**src/rtl/vga_pkg.sv**
```systemverilog
// vga_pkg: shared types and constants for the VGA timing generator.
//   phase_t    - per-axis phase (ACTIVE -> FRONT -> SYNC -> BACK)
//   cnt_t      - 10-bit axis counter type
//   DEF_*      - default 640x480@60 timing (25.175 MHz pixel clock)
//   next_count - wrap-around increment shared by the axis and the top-level
//                output decode so that both agree on the next count.
package vga_pkg;

    localparam int CNT_W         = 10;
    localparam int CNT_MAX_TOTAL = 1 << CNT_W;

    typedef logic [CNT_W-1:0] cnt_t;

    typedef enum logic [1:0] {
        ACTIVE = 2'd0,
        FRONT  = 2'd1,
        SYNC   = 2'd2,
        BACK   = 2'd3
    } phase_t;

    localparam int DEF_H_ACT  = 640;
    localparam int DEF_H_FP   = 16;
    localparam int DEF_H_SYNC = 96;
    localparam int DEF_H_BP   = 48;
    localparam int DEF_V_ACT  = 480;
    localparam int DEF_V_FP   = 10;
    localparam int DEF_V_SYNC = 2;
    localparam int DEF_V_BP   = 33;
    localparam bit DEF_HS_POL = 1'b0;
    localparam bit DEF_VS_POL = 1'b0;

    // Count value after one clock: holds without step, wraps after last.
    function automatic cnt_t next_count(input cnt_t cnt, input cnt_t last, input logic step);
        if (!step) begin
            return cnt;
        end else if (cnt == last) begin
            return '0;
        end else begin
            return cnt + cnt_t'(1);
        end
    endfunction

endpackage

```
**src/rtl/vga_axis.sv**
```systemverilog
// vga_axis: one timing axis (horizontal or vertical).
//   Parameters: ACT/FP/SYNC/BP phase lengths in counts, POL sync asserted level.
//   clk_i  in   clock
//   rst_i  in   asynchronous active-high reset
//   clr    in   force count to 0 and phase to ACTIVE on the next clock
//   step   in   advance the count by one this clock
//   cnt    out  current count
//   active out  count is inside the active region
//   sync   out  sync output at its asserted level during the SYNC phase
//   last   out  count is the final value of the axis period
// All outputs are registered and decoded from the next-state values, so they
// always describe the count currently held in cnt.
module vga_axis #(
    parameter int ACT  = vga_pkg::DEF_H_ACT,
    parameter int FP   = vga_pkg::DEF_H_FP,
    parameter int SYNC = vga_pkg::DEF_H_SYNC,
    parameter int BP   = vga_pkg::DEF_H_BP,
    parameter bit POL  = 1'b0
) (
    input  logic          clk_i,
    input  logic          rst_i,
    input  logic          clr,
    input  logic          step,
    output vga_pkg::cnt_t cnt,
    output logic          active,
    output logic          sync,
    output logic          last
);

    localparam int TOTAL = ACT + FP + SYNC + BP;

    // The phase FSM needs every phase to last at least one count, and the
    // period has to fit the 10-bit counter.
    generate
        if (TOTAL > vga_pkg::CNT_MAX_TOTAL || ACT < 1 || FP < 1 || SYNC < 1 || BP < 1) begin : g_bad_timing
            $error("vga_axis: period must fit a 10-bit counter and each phase must be non-empty");
        end
    endgenerate

    localparam vga_pkg::cnt_t FRONT_AT = vga_pkg::cnt_t'(ACT);
    localparam vga_pkg::cnt_t SYNC_AT  = vga_pkg::cnt_t'(ACT + FP);
    localparam vga_pkg::cnt_t BACK_AT  = vga_pkg::cnt_t'(ACT + FP + SYNC);
    localparam vga_pkg::cnt_t LAST_AT  = vga_pkg::cnt_t'(TOTAL - 1);

    vga_pkg::phase_t phase_reg, phase_next;
    vga_pkg::cnt_t   cnt_reg, cnt_next;
    logic            active_reg, sync_reg, last_reg;
    logic            active_next, sync_next, last_next;

    always_comb begin
        cnt_next   = vga_pkg::next_count(cnt_reg, LAST_AT, step);
        phase_next = phase_reg;
        if (clr) begin
            cnt_next   = '0;
            phase_next = vga_pkg::ACTIVE;
        end else if (step) begin
            case (phase_reg)
                vga_pkg::ACTIVE: if (cnt_next == FRONT_AT) phase_next = vga_pkg::FRONT;
                vga_pkg::FRONT:  if (cnt_next == SYNC_AT)  phase_next = vga_pkg::SYNC;
                vga_pkg::SYNC:   if (cnt_next == BACK_AT)  phase_next = vga_pkg::BACK;
                vga_pkg::BACK:   if (cnt_next == '0)       phase_next = vga_pkg::ACTIVE;
                default:         phase_next = vga_pkg::ACTIVE;
            endcase
        end
        active_next = (phase_next == vga_pkg::ACTIVE);
        sync_next   = (phase_next == vga_pkg::SYNC) ? POL : ~POL;
        last_next   = (cnt_next == LAST_AT);
    end

    always_ff @(posedge clk_i or posedge rst_i) begin
        if (rst_i) begin
            cnt_reg    <= '0;
            phase_reg  <= vga_pkg::ACTIVE;
            active_reg <= 1'b0;
            sync_reg   <= ~POL;
            last_reg   <= 1'b0;
        end else begin
            cnt_reg    <= cnt_next;
            phase_reg  <= phase_next;
            active_reg <= active_next;
            sync_reg   <= sync_next;
            last_reg   <= last_next;
        end
    end

    assign cnt    = cnt_reg;
    assign active = active_reg;
    assign sync   = sync_reg;
    assign last   = last_reg;

endmodule

```
**src/rtl/vga_timing.sv**
```systemverilog
// vga_timing: VGA raster timing generator (default 640x480@60).
//   clk_i     in   pixel clock
//   rst_i     in   asynchronous active-high reset
//   en        in   run enable; low holds both counters at 0
//   hsync     out  horizontal sync (HS_POL = asserted level)
//   vsync     out  vertical sync (VS_POL = asserted level)
//   h_active  out  current column is active
//   v_active  out  current line is active
//   eol       out  one-clock pulse at column H_ACT of every line
//   eof       out  one-clock pulse at the last pixel of the frame
//   x, y      out  active column/line, 0 outside the active region
// Every output is a register loaded from next-state values, so each one
// matches the counters held in the same cycle.
module vga_timing
    import vga_pkg::*;
#(
    parameter int H_ACT  = DEF_H_ACT,
    parameter int H_FP   = DEF_H_FP,
    parameter int H_SYNC = DEF_H_SYNC,
    parameter int H_BP   = DEF_H_BP,
    parameter int V_ACT  = DEF_V_ACT,
    parameter int V_FP   = DEF_V_FP,
    parameter int V_SYNC = DEF_V_SYNC,
    parameter int V_BP   = DEF_V_BP,
    parameter bit HS_POL = DEF_HS_POL,
    parameter bit VS_POL = DEF_VS_POL
) (
    input  logic             clk_i,
    input  logic             rst_i,
    input  logic             en,
    output logic             hsync,
    output logic             vsync,
    output logic             h_active,
    output logic             v_active,
    output logic             eol,
    output logic             eof,
    output logic [CNT_W-1:0] x,
    output logic [CNT_W-1:0] y
);

    localparam int   H_TOTAL  = H_ACT + H_FP + H_SYNC + H_BP;
    localparam int   V_TOTAL  = V_ACT + V_FP + V_SYNC + V_BP;
    localparam cnt_t H_LAST   = cnt_t'(H_TOTAL - 1);
    localparam cnt_t V_LAST   = cnt_t'(V_TOTAL - 1);
    localparam cnt_t H_ACT_C  = cnt_t'(H_ACT);
    localparam cnt_t V_ACT_C  = cnt_t'(V_ACT);

    logic clr;
    cnt_t h_cnt, v_cnt;
    logic h_act, h_sync, h_last;
    logic v_act, v_sync, v_last;

    assign clr = ~en;

    vga_axis #(
        .ACT  (H_ACT),
        .FP   (H_FP),
        .SYNC (H_SYNC),
        .BP   (H_BP),
        .POL  (HS_POL)
    ) u_h_axis (
        .clk_i  (clk_i),
        .rst_i  (rst_i),
        .clr    (clr),
        .step   (1'b1),
        .cnt    (h_cnt),
        .active (h_act),
        .sync   (h_sync),
        .last   (h_last)
    );

    // The line counter steps on the final column, so it wraps together with
    // the column counter.
    vga_axis #(
        .ACT  (V_ACT),
        .FP   (V_FP),
        .SYNC (V_SYNC),
        .BP   (V_BP),
        .POL  (VS_POL)
    ) u_v_axis (
        .clk_i  (clk_i),
        .rst_i  (rst_i),
        .clr    (clr),
        .step   (h_last),
        .cnt    (v_cnt),
        .active (v_act),
        .sync   (v_sync),
        .last   (v_last)
    );

    // Next counter values, used to pre-decode the pulse and position outputs.
    cnt_t h_next, v_next;
    logic eol_reg, eof_reg;
    cnt_t x_reg, y_reg;

    always_comb begin
        h_next = '0;
        v_next = '0;
        if (en) begin
            h_next = next_count(h_cnt, H_LAST, 1'b1);
            v_next = next_count(v_cnt, V_LAST, h_last);
        end
    end

    // While h_next is below H_LAST the line count does not move, so v_last
    // already describes the line of the next cycle.
    always_ff @(posedge clk_i or posedge rst_i) begin
        if (rst_i) begin
            eol_reg <= 1'b0;
            eof_reg <= 1'b0;
            x_reg   <= '0;
            y_reg   <= '0;
        end else begin
            eol_reg <= (h_next == H_ACT_C);
            eof_reg <= (h_next == H_LAST) && v_last;
            x_reg   <= (h_next < H_ACT_C) ? h_next : '0;
            y_reg   <= (v_next < V_ACT_C) ? v_next : '0;
        end
    end

    assign hsync    = h_sync;
    assign vsync    = v_sync;
    assign h_active = h_act;
    assign v_active = v_act;
    assign eol      = eol_reg;
    assign eof      = eof_reg;
    assign x        = x_reg;
    assign y        = y_reg;

endmodule

```
**config.mk**
```make
export PLATFORM = sky130hd
export DESIGN_NAME = vga_timing
export DESIGN_NICKNAME = d
export VERILOG_FILES = /design/src/rtl/vga_pkg.sv /design/src/rtl/vga_axis.sv /design/src/rtl/vga_timing.sv
export SDC_FILE = /design/constraint.sdc
export NUM_CORES = 1
export LEC_CHECK = 0
export CAP_MARGIN = 25
export CORE_ASPECT_RATIO = 1.4
export CORE_MARGIN = 4
export CORE_UTILIZATION = 53
export CTS_CLUSTER_DIAMETER = 80
export CTS_CLUSTER_SIZE = 25
export DETAILED_ROUTE_END_ITERATION = 16
export GPL_TIMING_DRIVEN = 0
export PLACE_DENSITY = 0.75
export SYNTH_ARGS = -nofsm -noshare
export SYNTH_HDL_FRONTEND = slang
export SYNTH_HIERARCHICAL = 1
export SYNTH_SLANG_ARGS = --single-unit
```
**constraint.sdc**
```tcl
create_clock -name clk_i -period 2.3 [get_ports clk_i]
set_input_delay 0.23 -clock clk_i [delete_from_list [all_inputs] [get_ports clk_i]]
set_output_delay 0.23 -clock clk_i [all_outputs]
set_load 0.1 [all_outputs]
```
==> flow_metrics.tcl <==
set metrics [dict create \
    status "finished, violations left" \
    die_height_um 104 \
    antenna_cells 0 \
    placedInstanceArea_sq_um 3890 \
    synth.most_common_cell "dfrtp_1" \
    floorplan.initialDensity_pct 55.6 \
    gp_congestion 0.934 \
    track_usage_pct 20.1 \
    fin_crit_sh_pct 102 \
    crit_fanout 5 \
    port_buffers 27 \
    clk_path_buf_depth 2 \
    syn_to_final_growth_pct 18.1 \
    io_pins 29 \
    slowest_stage "dfrtp_2" \
    setup_ws_ns -0.0543 \
    leakagePower_nw 1.69 \
    critical_path.endpoint_type "flip-flop" \
    cts_made_buffers 5 \
    hold_class "in2reg" \
    cts.sinks 52 \
    holdBufCountCts 0 \
    fin_nets 449 \
    drive_above_1_share_pct 18.8 \
    clkLatencyLatePin_ns 0.31 \
    critPathKind "reg2reg" \
    cts_tree "done" \
    vias 3075 \
    netlist_area_sq_um 3520 \
    drt-initial-drc-count 188 \
    grt.overflow.total 0 \
    synth.area.top_cells "dfrtp_1, xnor2_1, nor2_1" \
    rsz0062_at_grt "true" \
    finalCriticalPeriod_ns 2.35 \
    clock_skew_ns 0.0144 \
    avgSynthCellArea_sq_um 8.96 \
    drc_errors 0 \
    num_rows 34 \
    firstDrtPassIters 4 \
    netlist-cell-type-count 74 \
    synth_top_area_share_pct 35.5 \
    first_global_vias 2914 \
    drv_slew 0 \
    arrival_ns 2.58 \
    die_x_um 76.9 \
    report.final.setup_viol 2 \
    violations "setup timing" \
    drt_wl_total_mm 7.88 \
    crit_chain "ha_1 -> and2_2 -> and3_4 -> xnor2_1 -> o21ai_0 -> and3_1 -> o31a_2 -> or3b_1" \
    ys_ff_latch 52 \
    ys_seq_area_share_pct 37.0 \
    viasPerCell 5.99 \
    critPathMaxStageDelay_ns 0.44 \
    core-area_sq_um 6340 \
    power_density_nw_per_um2 397 \
    critPathLaunchType "flip-flop" \
    grt_first_pass_wirelength_mm 13.5 \
    synth_edf_count 0 \
    root_buffer "clkbuf_8" \
    ys_top_cells_by_count "dfrtp_1, nor2_1, nand2_1, nand3_1, nor3_1" \
    tightest_slew_ns 0.979 \
    final_hold_viol_count 0 \
    antenna_found_initial 0 \
    synth_nets 402 \
    yosysWarningCount 6 \
    cts_max_level 2 \
    ant_nets 0 \
    synth_ff_type "dfrtp_1" \
    peakVddDrop_uv 214 \
    clk_pin_slew_worst_paths_ns 0.10 \
    synth_top_cell_by_area "dfrtp_1" \
    holdWs_ns 0.312 \
    post-route-util_pct 65.6 \
    postLayoutCellArea_sq_um 4160 \
    die-area_sq_um 8030 \
    place_hpwl_mm 5.58 \
    nFillCells 553 \
    slew-limit-headroom_pct 34.5 \
    drv_cap 0 \
    wl_per_cell_um 15.4 \
    cp.required_ns 2.53 \
    grt_max_degree 23 \
    syn_inst 393 \
    clock.fmax_mhz 425 \
    async_flop_share_pct 100 \
]
stage by stage:
step	cells	power [mW]	setup slack [ns]	setup TNS, ns
2_1_floorplan	393	1.07	0.0292	0
4_1_cts	506	1.66	-0.0315	-0.0315
3_3_place_gp	492	1.11	-0.153	-0.699
5_1_grt	513	1.72	-0.107	-0.292
6_report	513	1.65	-0.0543	-0.0771
3_5_place_dp	492	1.11	-0.221	-1.15
layout by cell type (no fill, tap or decap), types with 3 or more instances in the layout:
cell type         n
a21o_1            6
a21oi_1           9
a31oi_1           6
a41oi_1           3
and2_1            5
and3_1            6
and4_1            4
buf_2             7
buf_4            20
buf_6             4
clkbuf_1          8
clkbuf_8          6
clkdlybuf4s50_1  27
dfrtp_1          42
dfrtp_2           8
ha_1              4
inv_1            12
mux2i_1           3
nand2_1          27
nand2b_1          3
nand3_1          20
nand4_1          15
nand4b_1          5
nor2_1           40
nor2b_1           7
nor3_1           18
nor3_2            4
nor4_1            4
nor4b_1           4
o211ai_1          3
o21ai_0           8
o31ai_1           4
or3_1             4
or4_1             3
xnor2_1          18
xor2_1           16
kinds of logic after synthesis:
family	synth area share, %
adder cells (fa/ha/maj)	2.13
flip-flops	37.0
AND/OR/NAND/NOR	31.4
AO/OA/AOI/OAI	13.4
multiplexers	1.17
XOR/XNOR	8.70
buffers and inverters	5.97
other	0.213
cell type report:
| cell class | count | area (sq um) | area share [%] |
|---|---|---|---|
| multi-input cells | 301 | 2070 | 49.7 |
| clock inverters | 2 | 15.0 | 0.361 |
| plain buffers | 27 | 170 | 4.09 |
| repair buffers | 40 | 368 | 8.84 |
| flip-flops and latches | 52 | 1310 | 31.6 |
| well taps | 72 | 90.1 | 2.17 |
| inverters | 13 | 51.3 | 1.23 |
| clock buffers | 6 | 82.6 | 1.98 |
worst paths after layout:
| path | depth (start not counted) | slack, ns | start | end |
|---|---|---|---|---|
| max in group asynchronous | 2 | 1.39 | rst_i | x[8] |
| worst max register to register | 8 | -0.05 | u_v_axis/cnt[0] | u_v_axis/sync |
| worst min-delay path | 3 | 0.31 | en | y[7] |
| worst max-delay path | 8 | -0.05 | u_v_axis/cnt[0] | u_v_axis/sync |
| min in group asynchronous | 2 | 0.36 | rst_i | u_v_axis/last |
| worst min register to register | 2 | 0.60 | u_v_axis/cnt[2] | y[2] |
what timing repair did:
action / CTS / global route
buffers inserted: 6 / 7
pin swaps: 2 / 2
setup endpoints to repair: 16 / 19
gates cloned: 0 / 0
resized for setup: 6 / 13
per-layer routing:
metal / share of wire, % / global-route usage, % / vias up
met5: 0 / 0 / -
li1: - / - / 1510
met1: 43 / 24.5 / 1475
met4: 1.5 / 5.83 / 0
met2: 52 / 36.2 / 80
met3: 3.9 / 2.95 / 10
worst max-delay path: cells and delay by family (launching register included):
kind / cells / cell delay [ns]
AO/OA/AOI/OAI: 2 / 0.43
adder cells (fa/ha/maj): 1 / 0.24
XOR/XNOR: 1 / 0.11
AND/OR/NAND/NOR: 4 / 1.05
flip-flops: 1 / 0.44
power breakdown:
part,internal [mW],total (mW),switching [mW]
clock,0.244,0.544,0.300
sequential,0.925,0.937,0.0118
combinational,0.0519,0.170,0.118
total,1.22,1.65,0.430
(Power assumes the default switching activity.)
